### src/rtl/any1_branch_sched.sv
// any1 in-order branch resolution scheduler: FIFO of issued branches feeding one shared comparator.
// Optional statistics counters are built when ANY1_BRANCH_STATS_EN is defined.
package any1_pkg;
  typedef struct packed {
    logic [6:0] opcode;
    logic [4:0] rd;
    logic [4:0] rs1;
    logic [4:0] rs2;
    logic [9:0] disp;
  } br_fmt_t;

  typedef struct packed {
    br_fmt_t br;
  } Instruction;

  typedef struct packed {
    logic        ok;
    logic [63:0] val;
  } Value;

  localparam logic [6:0] BEQ  = 7'h26;
  localparam logic [6:0] BNE  = 7'h27;
  localparam logic [6:0] BLT  = 7'h28;
  localparam logic [6:0] BGE  = 7'h29;
  localparam logic [6:0] BLTU = 7'h2A;
  localparam logic [6:0] BGEU = 7'h2B;
  localparam logic [6:0] BBS  = 7'h2C;
endpackage

module any1_eval_branch
  import any1_pkg::*;
(
  input  logic [6:0]  op,
  input  logic [63:0] a,
  input  logic [63:0] b,
  output logic        takb
);
  // Combinational branch condition decode
  always_comb begin
    takb = 1'b0;
    case (op)
      BEQ:     takb = (a == b);
      BNE:     takb = (a != b);
      BLT:     takb = ($signed(a) < $signed(b));
      BGE:     takb = ($signed(a) >= $signed(b));
      BLTU:    takb = (a < b);
      BGEU:    takb = (a >= b);
      BBS:     takb = a[b[5:0]];
      default: takb = 1'b0;
    endcase
  end
endmodule

module any1_branch_sched
  import any1_pkg::*;
#(
  parameter int NENT = 4,
  parameter int TAGW = 5
) (
  input  logic                  clk_i,
  input  logic                  rst_ni,
  input  logic                  flush_i,
  input  logic                  req_valid_i,
  output logic                  req_ready_o,
  input  Instruction            req_inst_i,
  input  Value                  req_a_i,
  input  Value                  req_b_i,
  input  logic [TAGW-1:0]       req_tag_i,
  input  logic                  req_pred_i,
  input  logic [63:0]           req_tgt_i,
  input  logic [63:0]           req_nxt_i,
  output logic                  res_valid_o,
  input  logic                  res_ready_i,
  output logic [TAGW-1:0]       res_tag_o,
  output logic                  res_takb_o,
  output logic                  res_miss_o,
  output logic [63:0]           res_pc_o,
  output logic [31:0]           stat_br_o,
  output logic [31:0]           stat_miss_o
);
  localparam int PW = $clog2(NENT);
  localparam int CW = PW + 1;
  localparam logic [CW-1:0] FULL = CW'(NENT);

  localparam logic [0:0] EMPTY  = 1'b0;
  localparam logic [0:0] RESULT = 1'b1;

  typedef struct packed {
    logic [6:0]      op;
    logic [63:0]     a;
    logic [63:0]     b;
    logic [63:0]     tgt;
    logic [63:0]     nxt;
    logic [TAGW-1:0] tag;
    logic            pred;
  } ent_t;

  ent_t            q [NENT];
  logic [PW-1:0]   hd;
  logic [PW-1:0]   tl;
  logic [CW-1:0]   count;
  logic [0:0]      state;
  ent_t            he;
  logic            takb;
  logic            miss;
  logic            push;
  logic            ld;
  logic            squash;
  logic            unused_ok;

  assign unused_ok = ^{req_inst_i, req_a_i.ok, req_b_i.ok};

  assign he          = q[hd];
  assign req_ready_o = (count != FULL);
  assign res_valid_o = (state == RESULT);
  assign push        = req_valid_i & req_ready_o;
  assign ld          = (count != '0) & (!res_valid_o | res_ready_i) & !flush_i;
  assign miss        = takb ^ he.pred;
  assign squash      = ld & miss;

  any1_eval_branch u_eval (
    .op   (he.op),
    .a    (he.a),
    .b    (he.b),
    .takb (takb)
  );

  // Entry storage; wrong-path pushes during a squash are not written
  always_ff @(posedge clk_i) begin
    if (push & !squash & !flush_i) begin
      q[tl] <= '{op: req_inst_i.br.opcode, a: req_a_i.val,
                 b: req_b_i.val, tgt: req_tgt_i, nxt: req_nxt_i,
                 tag: req_tag_i, pred: req_pred_i};
    end
  end

  // Queue pointers and occupancy, with flush and squash clearing
  always_ff @(posedge clk_i or negedge rst_ni) begin
    if (!rst_ni) begin
      hd    <= '0;
      tl    <= '0;
      count <= '0;
    end else if (flush_i) begin
      hd    <= '0;
      tl    <= '0;
      count <= '0;
    end else if (squash) begin
      hd    <= hd + PW'(1);
      tl    <= hd + PW'(1);
      count <= '0;
    end else begin
      if (push) tl <= tl + PW'(1);
      if (ld)   hd <= hd + PW'(1);
      if (push & !ld)      count <= count + CW'(1);
      else if (!push & ld) count <= count - CW'(1);
    end
  end

  // Result slot state machine
  always_ff @(posedge clk_i or negedge rst_ni) begin
    if (!rst_ni)               state <= EMPTY;
    else if (flush_i)          state <= EMPTY;
    else if (ld)               state <= RESULT;
    else if (res_ready_i)      state <= EMPTY;
  end

  // Result capture, held while the consumer stalls
  always_ff @(posedge clk_i or negedge rst_ni) begin
    if (!rst_ni) begin
      res_tag_o  <= '0;
      res_takb_o <= 1'b0;
      res_miss_o <= 1'b0;
      res_pc_o   <= '0;
    end else if (ld) begin
      res_tag_o  <= he.tag;
      res_takb_o <= takb;
      res_miss_o <= miss;
      res_pc_o   <= takb ? he.tgt : he.nxt;
    end
  end

`ifdef ANY1_BRANCH_STATS_EN
  logic [31:0] br_q;
  logic [31:0] miss_q;

  // Branch and mispredict counters, cleared only by reset
  always_ff @(posedge clk_i or negedge rst_ni) begin
    if (!rst_ni) begin
      br_q   <= '0;
      miss_q <= '0;
    end else if (ld) begin
      br_q <= br_q + 32'd1;
      if (miss) miss_q <= miss_q + 32'd1;
    end
  end

  assign stat_br_o   = br_q;
  assign stat_miss_o = miss_q;
`else
  assign stat_br_o   = '0;
  assign stat_miss_o = '0;
`endif
endmodule

### config.mk
export PLATFORM = sky130hd
export DESIGN_NAME = any1_branch_sched
export DESIGN_NICKNAME = d
export VERILOG_FILES = /design/src/rtl/any1_branch_sched.sv
export SDC_FILE = /design/constraint.sdc
export NUM_CORES = 1
export LEC_CHECK = 0
export ABC_CLOCK_PERIOD_IN_PS = 27600
export BUFFER_PORTS_ARGS = -buffer_cell sky130_fd_sc_hd__clkbuf_2
export CAP_MARGIN = 20
export CORE_AREA = 2 2 271 474
export CTS_CLUSTER_DIAMETER = 200
export CTS_CLUSTER_SIZE = 20
export DETAILED_ROUTE_END_ITERATION = 8
export DIE_AREA = 0 0 273 476
export SLEW_MARGIN = 40
export SYNTH_ARGS = -nofsm -noshare
export SYNTH_HDL_FRONTEND = slang
export SYNTH_SLANG_ARGS = --single-unit
### constraint.sdc
create_clock -name clk_i -period 27.6 [get_ports clk_i]
set_input_delay 2.76 -clock clk_i [delete_from_list [all_inputs] [get_ports clk_i]]
set_output_delay 2.76 -clock clk_i [all_outputs]
set_load 0.005 [all_outputs]
==> results.toml <==
[synthesis]
synth_edf_count = 1076
yosysUniqueCellTypes = 54
synth_cells = 2131
synth_compound_area_share_pct = 1.83
synth_xor_area_share_pct = 0.136
async_reset_ff_share_pct = 6.84
yosys_warnings = 0
synth_top_family_by_area = "multiplexers"
syn_avg_cell_area_um2 = 21.2
synth_ff_type = "edfxtp_1"
yosysSeqAreaShare_pct = 75.9
ys_ff_latch = 1155
netlist_area_um2 = 45200
synth.mux.area_fraction_pct = 15.8
yosys.area_share.simple_pct = 1.76
synthAdderAreaFrac_pct = 1.96

[cts]
cts_buffer_depth = 3
h-tree-depth = 3
root_buffer = "clkbuf_16"
cts.sinks = 1155
clkLatencyLatePin_ns = 0.66
cts_hold_buffers = 0
cts_setup_buffers = 0
cts_made_buffers = 67
clk_pin_slew_ns = 0.08
tritoncts = "done"
ctsResizeCount = 0

[critical_path]
required_ns = 27.88
r2r-end = "q[2][100]"
critPathLaunchType = "flip-flop"
r2r_start = "hd[1]"
path_max_fanout = 65
worstSetupPathType = "reg -> reg"
reg2reg_slack_ns = 18.72
critPathCaptureType = "flip-flop"
startpoint = "hd[1]"
cp.arrival_ns = 9.16
reg2reg_depth = 17

[floorplanning]
pin_count = 438
die_x_um = 273
rows = 173
dieArea_um2 = 130000
initial_core_util_pct = 35.7
core_um2 = 126000
dieHeight_um = 476

[placement]
post-place-ws_ns = 18.56
portBuffers = 346
dp_hpwl_mm = 61.4
place.gp.congestion = 0.780

[global_route]
grt_max_degree = 84
met1_usage_pct = 18.3
grt_remaining_overflow = 0
grt-busiest-layer = "met2"
met2_usage_pct = 25.7
use_met3_pct = 5.10
grt_pass1_wl_mm = 147
antenna_found_initial = 28
track_usage_pct = 15.3
grt_pass1_vias = 23000

[layout]
nNetsFinal = 2860
final_layout_size_suffix_gt1_share_pct = 29.4
final_cell_mix = "edfxtp_1 (1076), clkbuf_2 (345), mux4_2 (275)"
syn_to_final_growth_pct = 12.3
nFillCells = 11300
final_common_cell = "edfxtp_1"

[power]
netSwitchingPower_mw = 1.32
pwr-share-comb_pct = 28.0
power_leakage_nw = 16.7
vdd_drop_max_mv = 0.0731
p_seq_share_pct = 49.4
p_clk_share_pct = 22.6
switching_share_pct = 29.4
p_int_mw = 3.18
p_per_area_nw_per_um2 = 88.9

[sta]
hold_viol = 0
fmax_ghz = 0.113
worst_pin_slew_ns = 0.897
min_period_ns = 8.88
rsz0062_at_grt = "false"
fin_crit_sh_pct = 32.2
finalWorstSetupSlack_ns = 18.72
skew_ns = 0.0277
whs_ns = 0.512
maxSlewHeadroom_pct = 40.2
finalSetupTns_ns = 0
drv_slew = 0
setup_violations = 0

[hold_path]
worstHoldStart = "res_tag_o[4]"
holdPathEnd = "res_tag_o[4]"
hold_path_depth = 1
hold_path.class = "reg -> reg"

[routing]
dr.pass1.iters = 5
wire_per_inst_um = 23.4
drc = 0
avgViaCountPerCell = 5.03
wirelength_mm = 98.4
drtAntennaViolNets = 0
drtIter0Drc = 1271
vias = 21100

[run_status]
status = "completed"

[run]
cap_violations = 0
## logic make-up after synthesis
| group | Yosys count |
|---|---|
| adders and majority gates | 70 |
| DFF | 1155 |
| other | 1 |
| muxes | 366 |
| and+or+nand+nor | 165 |
| buffers and inverters | 224 |
| AOI/OAI and AO/OA | 143 |
| xor gates and xnor gates | 7 |
## sequential cells by signal, indices dropped and copies added, names as in the netlist
name and count:
res_pc_o 64, q 1076, count 3, hd 2
tl 2, res_valid_o 1, res_miss_o 1, res_takb_o 1
res_tag_o 5
## synth_stat cells (5+ instances only)
library cell  instances  area share (%)
nand3_1              15            0.17
mux2_2                9            0.22
nor3b_1               6            0.10
nor3_1                5           0.055
edfxtp_1           1076              72
clkbuf_1             55            0.46
inv_1                72            0.60
xnor2_1               5           0.097
buf_2                 8           0.089
o21ai_0               8           0.089
buf_1                12            0.10
nand4_1              14            0.19
a211oi_1              7            0.12
mux2i_1              82             1.8
buf_6                10            0.25
dfrtp_1              79             4.4
buf_4                67             1.1
a22oi_1               6            0.10
nor2_1               80            0.67
mux4_2              275              14
nand2_1              21            0.17
a21oi_1              95             1.1
ha_1                 69             1.9
a21o_1                7            0.12
## per-stage QoR
| step | instances | total power, mW | utilization, % | cell area (µm²) |
|---|---|---|---|---|
| finish | 4202 | 4.51 | 40.1 | 50700 |
| global route | 4201 | 4.76 | 40.1 | 50700 |
| CTS | 4198 | 4.59 | 40.1 | 50700 |
| global placement | 4079 | 3.52 | 38.4 | 48600 |
| floorplan | 2194 | 3.16 | - | 45400 |
| detailed placement | 4082 | 3.57 | 38.5 | 48700 |
## routing by layer
layer	part of all wire, %	wire length (µm)
met1	38	37800
met2	50	49100
met3	8.4	8270
met4	2.9	2890
met5	0.29	287
## critical path, stage by stage, from the launching register on
cell and delay [ns]:
dfrtp_4 0.92, buf_4 0.72, buf_6 0.67, mux4_2 0.44
ha_1 0.35, nand4_1 0.14, nor3_1 0.72, nand4_1 0.29
or4_1 0.64, nor3b_1 0.18, o21a_1 0.22, nand3b_1 0.16
a21boi_0 0.39, o21ai_0 0.17, nand3b_1 0.25, and4b_4 0.79
buf_6 0.59, buf_6 0.61
## final cells by class
cell class	instances	area, µm²	share of cell area (%)
Antenna cell	4	10.0	0.0197
Sequential cell	1155	34300	67.7
Tap cell	1662	2080	4.10
Inverter	72	270	0.533
Multi-Input combinational cell	815	9950	19.6
Timing Repair Buffer	378	2130	4.21
Clock inverter	6	66.3	0.131
Clock buffer	110	1880	3.71
## worst max path at each step
stage                           end  cells past startpoint
final                     q[2][100]                     17
after global routing       q[3][37]                     17
after CTS                 q[2][100]                     17
after detailed placement   q[2][37]                     17
after global placement     q[2][77]                     17
after floorplan             q[0][0]                     19
## power by group through the flow
| stage | clock [mW] | sequential (mW) | combinational [mW] |
|---|---|---|---|
| floorplan | 0 | 2.28 | 0.888 |
| global placement | 0 | 2.26 | 1.26 |
| detailed placement | 0 | 2.27 | 1.30 |
| CTS | 1.06 | 2.23 | 1.30 |
| global route | 1.11 | 2.25 | 1.39 |
| finish | 1.02 | 2.23 | 1.26 |
Note: power is estimated with default switching activity, not from simulation.
